--- config.mk ---
export PLATFORM = sky130hd
export DESIGN_NAME = serial_adder
export DESIGN_NICKNAME = d
export VERILOG_FILES = /design/src/rtl/serial_adder_pkg.sv /design/src/rtl/serial_adder_digit_adder.sv /design/src/rtl/serial_adder.sv
export SDC_FILE = /design/constraint.sdc
export NUM_CORES = 1
export LEC_CHECK = 0
export ABC_AREA = 1
export BUFFER_PORTS_ARGS = -buffer_cell sky130_fd_sc_hd__buf_2
export CAP_MARGIN = 20
export CORE_ASPECT_RATIO = 1.5
export CORE_MARGIN = 2
export CORE_UTILIZATION = 55
export DETAILED_ROUTE_END_ITERATION = 7
export GPL_TIMING_DRIVEN = 0
export PLACE_DENSITY_LB_ADDON = 0.08
export SYNTH_ARGS = -nofsm -noshare
export SYNTH_HDL_FRONTEND = slang
export SYNTH_SLANG_ARGS = --single-unit
--- constraint.sdc ---
create_clock -name clk -period 6.3 [get_ports clk]
set_input_delay 0.63 -clock clk [delete_from_list [all_inputs] [get_ports clk]]
set_output_delay 0.63 -clock clk [all_outputs]
set_load 0.005 [all_outputs]
--- src/rtl/serial_adder_pkg.sv ---
// Shared definitions for the digit-serial adder: controller state encoding.
// Pure types; no timing or flow-control behaviour of its own.
package serial_adder_pkg;

  typedef enum logic [1:0] {
    IDLE = 2'd0,
    RUN  = 2'd1,
    DONE = 2'd2
  } state_t;

endpackage

--- src/rtl/serial_adder_digit_adder.sv ---
// DIGIT-bit combinational ripple adder built from full-adder cells; zero latency.
// Also exposes the carry into the slice MSB for signed-overflow detection; no flow control.
module one_bit_fulladder (
  input  logic a,
  input  logic b,
  input  logic cin,
  output logic sum,
  output logic cout
);

  assign sum  = a ^ b ^ cin;
  assign cout = (a & b) | (cin & (a ^ b));

endmodule

module digit_adder #(
  parameter int DIGIT = 4
) (
  input  logic [DIGIT-1:0] a,
  input  logic [DIGIT-1:0] b,
  input  logic             cin,
  output logic [DIGIT-1:0] sum,
  output logic             cout,
  output logic             c_msb
);

  logic [DIGIT:0] carry;

  assign carry[0] = cin;

  for (genvar i = 0; i < DIGIT; i++) begin : g_bit
    one_bit_fulladder u_fa (
      .a    (a[i]),
      .b    (b[i]),
      .cin  (carry[i]),
      .sum  (sum[i]),
      .cout (carry[i+1])
    );
  end

  assign cout  = carry[DIGIT];
  assign c_msb = carry[DIGIT-1];

endmodule

--- src/rtl/serial_adder.sv ---
// Digit-serial adder: WIDTH/DIGIT cycles per sum, LSB slice first, done pulses when S is published.
// start is only honoured in IDLE/DONE; requests during RUN are dropped, so callers must wait for done.
module serial_adder
  import serial_adder_pkg::*;
#(
  parameter int WIDTH = 16,
  parameter int DIGIT = 4
) (
  input  logic             clk,
  input  logic             rst,
  input  logic             start,
  input  logic [WIDTH-1:0] a,
  input  logic [WIDTH-1:0] b,
  input  logic             cin,
  output logic             busy,
  output logic             done,
  output logic [WIDTH-1:0] S,
  output logic             cout,
  output logic             overflow
);

  localparam int N     = WIDTH / DIGIT;
  localparam int CNT_W = $clog2(N) + 1;

  if ((DIGIT < 1) || (DIGIT > WIDTH) || ((WIDTH % DIGIT) != 0)) begin : g_bad_params
    $error("serial_adder: WIDTH must be a multiple of DIGIT and 1 <= DIGIT <= WIDTH");
  end

  state_t           state_q, state_nxt;
  logic [CNT_W-1:0] cnt_q;
  logic [WIDTH-1:0] a_q, b_q, sum_q, sum_nxt;
  logic             carry_q;
  logic             accept, last;

  logic [DIGIT-1:0] slice_sum;
  logic             slice_cout, slice_cmsb;

  digit_adder #(.DIGIT(DIGIT)) u_digit (
    .a     (a_q[DIGIT-1:0]),
    .b     (b_q[DIGIT-1:0]),
    .cin   (carry_q),
    .sum   (slice_sum),
    .cout  (slice_cout),
    .c_msb (slice_cmsb)
  );

  // New slice enters at the top; after N shifts the full sum is aligned.
  assign sum_nxt = WIDTH'({slice_sum, sum_q} >> DIGIT);

  always_ff @(posedge clk) begin
    if (rst) state_q <= IDLE;
    else     state_q <= state_nxt;
  end

  always_comb begin
    state_nxt = state_q;
    accept    = 1'b0;
    busy      = 1'b0;
    done      = 1'b0;
    last      = (cnt_q == CNT_W'(N - 1));
    case (state_q)
      IDLE: begin
        if (start) begin
          accept    = 1'b1;
          state_nxt = RUN;
        end
      end
      RUN: begin
        busy = 1'b1;
        if (last) state_nxt = DONE;
      end
      DONE: begin
        done = 1'b1;
        if (start) begin
          accept    = 1'b1;
          state_nxt = RUN;
        end else begin
          state_nxt = IDLE;
        end
      end
      default: state_nxt = IDLE;
    endcase
  end

  always_ff @(posedge clk) begin
    if (rst) begin
      cnt_q    <= '0;
      a_q      <= '0;
      b_q      <= '0;
      carry_q  <= 1'b0;
      sum_q    <= '0;
      S        <= '0;
      cout     <= 1'b0;
      overflow <= 1'b0;
    end else if (accept) begin
      a_q     <= a;
      b_q     <= b;
      carry_q <= cin;
      cnt_q   <= '0;
    end else if (state_q == RUN) begin
      a_q     <= a_q >> DIGIT;
      b_q     <= b_q >> DIGIT;
      carry_q <= slice_cout;
      cnt_q   <= cnt_q + CNT_W'(1);
      sum_q   <= sum_nxt;
      if (last) begin
        S        <= sum_nxt;
        cout     <= slice_cout;
        overflow <= slice_cmsb ^ slice_cout;
      end
    end
  end

endmodule

Yosys cells after proc, flatten, opt, wreduce, memory -nomap -nowiden:

Cells that the tools add are included.

* register bits: 72
* input port bits: 36
* output and inout port bits: 20
* logic and storage cells: 58

* add/subtract/negate cells: 1
* equality and inequality tests: 5
* muxes and demuxes: 14
* bitwise gates (word level): 22
* reduce and logical (&&, ||, !) cells: 7

Operators with widths (number)
* 16-bit 2-to-1 mux: 4
* 1-bit XOR: 9
* 1-bit bitwise AND: 8
* 1-bit 2-to-1 mux: 7
* 2-bit one-hot mux with 3 select lines: 1
* 2-bit 2-to-1 mux: 2
* 2-bit inequality test, second input constant: 2
* 1-bit bitwise OR: 4
* 2-bit AND reduction: 2
* 2-bit OR reduction: 2
* 3-bit by 1-bit adder with 3-bit output, second input constant: 1
* 3-bit by 2-bit == test with 1-bit output, second input constant: 1
* 3-bit AND reduction: 1
* 2-bit by 1-bit == test with 1-bit output, second input constant: 1
* 2-bit == test, second input constant: 1
* 2-bit zero test: 1
* 2-bit nonzero test: 1
* 1-bit inverter: 1

Depth between registers and ports, before layout:

Gate-level depths: netlist of run 1.

* word-level depth: 11
* mapped depth: 12
* gate-level depth less buffers: 12

Hierarchy:

From an unflattened synthesis of run 1, not the netlist that was laid out.

* cell total of the unflattened synthesis: 396
* area, all modules: 2970.3 sq um

Modules (own cells, without submodules)
* serial_adder: times used 1, cells each 392, area each 2890.3 sq um, sequential area each 1361.3 sq um
* one_bit_fulladder: times used 4, cells each 1, area each 20.0 sq um, sequential area each 0.0 sq um

Least setup slack after synthesis of run 1:

No wires, ideal clock.

* kind: flip-flop to flip-flop
* from: register carry_q
* to: register S[15]
* setup time: 0.064 ns
* arrival time: 1.985 ns
* required time: 6.236 ns
* slack: 4.251 ns
* stages on the path, launching flop included: 11
* path buffers: 0
* clock period less this slack: 2.049 ns
* path through: dfxtp_1 inv_1 fa_1 inv_1 fa_1 fa_1 inv_1 fa_1 inv_1 nor2_1 nor2_1

* longest elaborated chain between the ends: 7

Ends and longest elaborated chain
* from (decl): line serial_adder.sv:32 `logic carry_q;`
* from (signal assigned): line serial_adder.sv:98 `carry_q <= cin;`
* from (signal assigned): line serial_adder.sv:103 `carry_q <= slice_cout;`
* 1-bit bitwise AND: line serial_adder_digit_adder.sv:12 `assign cout = (a & b) | (cin & (a ^ b));`
* 1-bit bitwise OR: line serial_adder_digit_adder.sv:12
* 1-bit bitwise AND: line serial_adder_digit_adder.sv:12
* 1-bit bitwise OR: line serial_adder_digit_adder.sv:12
* 1-bit bitwise AND: line serial_adder_digit_adder.sv:12
* 1-bit bitwise OR: line serial_adder_digit_adder.sv:12
* 1-bit XOR: line serial_adder_digit_adder.sv:11 `assign sum = a ^ b ^ cin;`
* to (signal assigned): line serial_adder.sv:107 `S <= sum_nxt;`
* to (decl): line serial_adder.sv:17 `output logic [WIDTH-1:0] S,`

No other way between the ends.
A chain may end at the register's enable or synchronous reset.

Worst setup path in the final report of run 1:

* from: register b_q[0]
* to: register S[15]

* longest elaborated chain between the ends: 8
* elaborated cells on any way between the ends: 9
* classes of those cells: bitwise: 9

Ends and longest elaborated chain
* from (decl): line serial_adder.sv:31 `logic [WIDTH-1:0] a_q, b_q, sum_q, sum_nxt;`
* from (signal assigned): line serial_adder.sv:102 `b_q <= b_q >> DIGIT;`
* 1-bit XOR: line serial_adder_digit_adder.sv:12
* 1-bit bitwise AND: line serial_adder_digit_adder.sv:12
* 1-bit bitwise OR (*): line serial_adder_digit_adder.sv:12
* 1-bit bitwise AND (*): line serial_adder_digit_adder.sv:12
* 1-bit bitwise OR (*): line serial_adder_digit_adder.sv:12
* 1-bit bitwise AND (*): line serial_adder_digit_adder.sv:12
* 1-bit bitwise OR (*): line serial_adder_digit_adder.sv:12
* 1-bit XOR (*): line serial_adder_digit_adder.sv:11

Mark *: on every way between the ends. The rest lies on a longest branch, timed or not.

==> results.md, run 1 <==
* Post-route setup TNS at 0 ns
* Crit. End Element: flip-flop
* FF-to-FF Start: b_q[0]
* Hpwl dp at 5107 um
* Crit Path Category: reg2reg
* Final #Nets at 511
* IO buf count at 54
* Yosys top cell area share at 44.00%
* Initial antenna violation count at 0
* Post-synthesis sequential area ratio at 44.00%
* Max cap viols at 0
* Max VDD drop at 163.2 uV
* Data required, critical path at 6.59 ns
* First-pass GRT wire length at 11830 um
* Largest net degree at the start of global routing at 13
* Vias at 2749
* Layout Skew at 0.005187 ns
* Die area at 6254 um2
* Initial DRC Count at 150
* Remaining DRCs at 0
* Worst Path Max Fanout at 2
* Die Ht at 95.86 um
* RSZ-0062 raised after global routing: no
* Placer Congestion at 0.8402
* Syn nets at 446
* Die X at 65.24 um
* Hold-critical path depth at 2
* CP startpoint kind: flip-flop
* Antenna diode count at 0
* CP Data Arrival Time at 2.50 ns
* Final min period at 2.219 ns
* ANT nets after route at 0
* F_max at 450.7 MHz
* Hold/Removal Path Class: reg2reg
* CTS buffer count at 9
* Synth area leaders: dfxtp_1 44%, nand2_1 8.9%, nor2_1 6.9%, nand3_1 5.8%, inv_1 5.7%
* Clk Latency, worst-skew pair at 0.34 ns
* PwrDens at 284.7 nW/um2
* Core area at 5450 um2
* Overflow after GRT at 0
* FF-to-FF setup slack at 4.08 ns
* Actual slew at the worst max-slew pin at 0.5996 ns
* Initial Utilization at 56.77%
* Clock-pin slew on the worst setup and hold paths at 0.07 ns
* H-tree lvl count at 3
* Fin. max-slew vios at 0
* Slew HR at 60.03%
* CTS sink count at 68
* Hold buffers post-CTS at 0
* Row Count at 33
* Postcts setup bufs at 0
* Mapped Cells at 404
* Syn_area_per_cell at 7.659 um2
* Area Overhead vs Synth at 19.61%
* Hold Vio Cnt, Final at 0
* Worst Setup SP: b_q[0]
* Most used DFF post-synth: dfxtp_1
* Post-cts sizing count at 0
* Drt wl/cell at 12.91 um
* Synth unique cells at 28
* GRT Util Overall at 25.14%
* R2R cell count at 10
* Hold EP: a_q[12]
* Synth Warn # at 0
* Layout cells sized above 1 at 25.53%
* Clock buffer depth at 2
* Root Driver: clkbuf_8
* Drt first pass iters at 4
* CTS tree: done
* Asr flop ratio synth at 0%
* P_leak at 1.841 nW
* Vias per std cell at 5.053
* Most numerous cell in the Yosys netlist: nand2_1
* Reg-to-Reg End: S[15]
* Core Util, Final at 67.91%
* Synth cell count leaders: 73 x nand2_1, 68 x dfxtp_1, 57 x nor2_1, 47 x inv_1, 36 x nand3_1
* Final worst-path cycle share at 35.22%
* Yosys reg bits at 68
* Synth area leader: dfxtp_1
* Vias in the first global route at 2670
* Fillers at 518
* Number of synthesized flops with an enable pin at 0
* Area of the mapped netlist at 3094 um2
* Hold Startpoint: a_q[12]
* Total Wirelength at 7022 um
* Outcome: finished clean
* IO Pins at 56
* Final setup viols at 0
critical path, cell delays in order (launching register included):
cell and delay (ns):
dfxtp_1 0.30, inv_1 0.10, fa_1 0.18, inv_1 0.05
fa_1 0.37, fa_1 0.42, inv_1 0.10, fa_1 0.43
inv_1 0.07, nor2_1 0.04, nor2_1 0.10
sequential cells by signal, indices dropped and copies added (netlist names):
| register | cells |
|---|---|
| S | 16 |
| a_q | 16 |
| b_q | 16 |
| sum_q | 12 |
| cnt_q | 3 |
| state_q | 2 |
| carry_q | 1 |
| cout | 1 |
| overflow | 1 |
stage by stage:
stage                     cell area (um2)  cells  power [mW]  setup slack (ns)  hold slack, ns
after CTS                            3701    544       1.059             4.057          0.4674
after global routing                 3701    544       1.099             3.895          0.4874
after global placement               3452    528      0.6163             4.099          0.4434
after floorplan                      3094    404      0.5789             4.251          0.4332
final                                3701    544       1.054             4.081          0.4691
after detailed placement             3452    528      0.6198             4.080          0.4536
cells in the final DEF (no fill, tap or decap), types with 4 or more instances in the layout:
cell / n
a21oi_2: 9
clkbuf_8: 10
o21ai_1: 14
fa_1: 4
nand2_1: 73
inv_2: 5
a21oi_1: 24
buf_4: 5
nand3_2: 9
nand3_1: 36
o211a_1: 4
buf_2: 63
o21ai_0: 18
nor2_1: 57
inv_1: 47
buf_6: 5
dfxtp_1: 68
layer usage:
layer | global-route usage (%) | up-vias | part of all wire [%]
li1 | - | 1409 | -
met1 | 26.57 | 1264 | 41
met2 | 46.60 | 60 | 53
met3 | 5.146 | 16 | 3.4
met4 | 12.50 | 0 | 2.8
met5 | 0 | - | 0
layout make-up:
class	count	area [um2]	area share, %
Timing Repair Buffer	54	270.3	7.302
Inverter	53	203.9	5.510
Sequential cell	68	1361	36.78
Clock inverter	6	111.4	3.009
Multi-Input combinational cell	260	1364	36.85
Clock buffer	10	137.6	3.719
Buffer	23	165.2	4.462
Tap cell	70	87.58	2.366
report_power, final:
group          internal, mW  switching, mW  leakage, nW
clock                 0.274          0.170        0.122
combinational        0.0553         0.0841         1.16
sequential            0.456         0.0148        0.557
how the worst max path moves through the flow:
stage               to  slack [ns]  depth (start not counted)
2_1_floorplan    S[15]        4.25                         10
5_1_grt        carry_q        3.90                         12
3_5_place_dp     S[15]        4.08                         10
3_3_place_gp     S[15]        4.10                         10
4_1_cts          S[15]        4.06                         10
6_report         S[15]        4.08                         10
cells by family (layout without fill, tap and decap cells):
logic type | count (synthesis) | count (layout) | synth area share (%)
and+or+nand+nor | 182 | 182 | 27.01
buffers and inverters | 76 | 146 | 11.93
AOI/OAI and AO/OA | 71 | 71 | 13.38
DFF | 68 | 68 | 44.00
adders and majority gates | 6 | 6 | 3.397
xor gates and xnor gates | 1 | 1 | 0.2831
Power figures use the tool's default switching activity.
==> run 2, diff against run 1 <==
CORE_UTILIZATION = 50   (was 55)
clock period = 2 ns   (was 6.3 ns; I/O delays follow)
==> run 2 against run 1 <==
Compared with the run above:
- the run now ends with negative setup slack left
- via count down 1.2%
- power rose to 2.9 times the previous value
- first-iteration DRC count grew 8.0%
- cell count rose by 1.3%
- global-route usage shrank 1.6 points
- worst setup slack worse by 4.2 ns
- critical path type unchanged
- critical endpoint unchanged
==> results.md, run 2 (same netlist as run 1, synthesis figures left out) <==
* Fillers at 586 (+13%)
* Hpwl dp at 5210 um (+2.0%)
* Most frequent cells in the layout: 73 x nand2_1, 66 x dfxtp_1, 63 x buf_2, 56 x nor2_1, 40 x inv_1
* H-tree lvl count at 3 (unchanged)
* Largest stage delay on the critical path at 0.46 ns (+0.03 ns)
* CTS tree: done
* First-pass GRT wire length at 11900 um (+0.64%)
* Vias at 2717 (-1.2%)
* Overflow after GRT at 0 (unchanged)
* P_leak at 1.815 nW (-1.4%)
* Overall power at 3.050 mW (+190%)
* Vias per std cell at 4.931 (-2.4%)
* CP Cell Sequence: inv_2, fa_2, inv_2, fa_2, fa_2, inv_2, fa_2, inv_2, nor2_2, nor2_1
* Crit path buf inv count at 4 (unchanged)
* Failing checks: negative setup slack
* CP startpoint kind: flip-flop
* Fin. max-slew vios at 0 (unchanged)
* Initial DRC Count at 162 (+8.0%)
* PwrDens at 826.4 nW/um2 (+190%)
* Top flop regs: S x16, a_q x16, b_q x16
* Largest net degree at the start of global routing at 13 (unchanged)
* Core area at 6043 um2 (+11%)
* Max cap viols at 0 (unchanged)
* RSZ-0062 raised after global routing: yes
* Post-route setup TNS at -0.2270 ns (-0.2270 ns)
* Max VDD drop at 532.2 uV (+230%)
* Final worst-path cycle share at 103.8% (+69 points)
* Drt wl/cell at 12.90 um (about the same)
* CP Data Arrival Time at 2.38 ns (-0.12 ns)
* F_max at 481.9 MHz (+6.9%)
* Clk Latency, worst-skew pair at 0.35 ns (about the same)
* Initial antenna violation count at 0 (unchanged)
* Placer Congestion at 0.7717 (-8.2%)
* IO buf count at 54 (unchanged)
* Final setup viols at 4 (+4)
* Hold Vio Cnt, Final at 0 (unchanged)
* Row Count at 35 (+6.1%)
* Actual slew at the worst max-slew pin at 0.6409 ns (+0.04134 ns)
* Clock buffer depth at 2 (unchanged)
* Antenna diode count at 0 (unchanged)
* Core Util, Final at 61.08% (-6.8 points)
* Die X at 68.23 um (+4.6%)
* Final WS setup at -0.07501 ns (-4.156 ns)
* Die Ht at 100.3 um (+4.7%)
* Remaining DRCs at 0 (unchanged)
* Post-route design area at 3691 um2 (-0.27%)
* CTS sink count at 68 (unchanged)
* Crit Path Category: reg2reg
* Clock-pin slew on the worst setup and hold paths at 0.08 ns (about the same)
* Final min period at 2.075 ns (-0.1438 ns)
* Hold buffers post-CTS at 0 (unchanged)
* Vias in the first global route at 2616 (-2.0%)
* Cell area after placement at 3460 um2 (+0.22%)
* Final #Nets at 514 (+0.59%)
* ANT nets after route at 0 (unchanged)
* Data required, critical path at 2.30 ns (-4.29 ns)
* Hold/Removal Path Class: in2reg
* GRT Util Overall at 23.51% (-1.6 points)
* Layout Skew at 0.009212 ns (+0.004025 ns)
* Slew HR at 57.27% (-2.8 points)
* Area Overhead vs Synth at 19.29%
* Crit. End Element: flip-flop
* Delay-heaviest family, CP: adder cells
* CTS buffer count at 9 (unchanged)
* Die area at 6847 um2 (+9.5%)
* Initial Utilization at 51.20% (-5.6 points)
* Crit path max-delay cell type: fa_2
* Total Wirelength at 7106 um (+1.2%)
* IO Pins at 56 (unchanged)
* Root Driver: clkbuf_8
* Worst Path Max Fanout at 2 (unchanged)
* Drt first pass iters at 4 (unchanged)
* Outcome: finished, violations left
* Most common cell after layout, fill and taps aside: nand2_1
* Layout cells sized above 1 at 28.93% (+3.4 points)
run 2: what timing repair did:
action / 4_1_cts / 5_1_grt
endpoints found under the setup margin: 4 / 5
resized for setup: 7 / 7
pin swaps: 2 / 7
cloned: 0 / 0
setup buffers: 3 / 0
run 2: layout make-up:
cell class	instances	area, um2	share of cell area, %
well taps	74	92.59	2.508
plain buffers	23	165.2	4.475
repair buffers	57	292.8	7.932
clock inverters	6	65.06	1.763
flip-flops and latches	68	1364	36.95
multi-input cells	260	1380	37.39
inverters	53	203.9	5.525
clock buffers	10	127.6	3.458
run 2: final timing paths:
kind                               from  endpoint  slack (ns)  cells after the start
worst min register to register  a_q[12]   a_q[12]        0.47                      2
worst max-delay path             b_q[0]     S[15]       -0.08                     10
worst max register to register   b_q[0]     S[15]       -0.08                     10
worst min-delay path              b[13]   b_q[13]        0.09                      2
run 2: stage by stage:
step / cells / setup WS, ns / hold WS (ns)
2_1_floorplan: 404 / 0.004457 / 0.3474
5_1_grt: 551 / -0.1476 / 0.09977
6_report: 551 / -0.07501 / 0.08833
4_1_cts: 551 / -0.1720 / 0.08300
3_3_place_gp: 532 / -0.1572 / 0.4403
3_5_place_dp: 532 / -0.1813 / 0.4451
run 2: report_power, final:
| part | internal [mW] | switching (mW) | total (mW) |
|---|---|---|---|
| logic | 0.183 | 0.268 | 0.451 |
| registers | 1.44 | 0.0475 | 1.48 |
| clock network | 0.575 | 0.540 | 1.12 |
run 2: layer usage:
metal	vias up	global-route usage (%)	part of all wire [%]
li1	1412	-	-
met1	1225	25.39	41
met2	64	42.64	54
met3	16	3.363	3.3
met4	0	12.00	2.4
met5	-	0	0
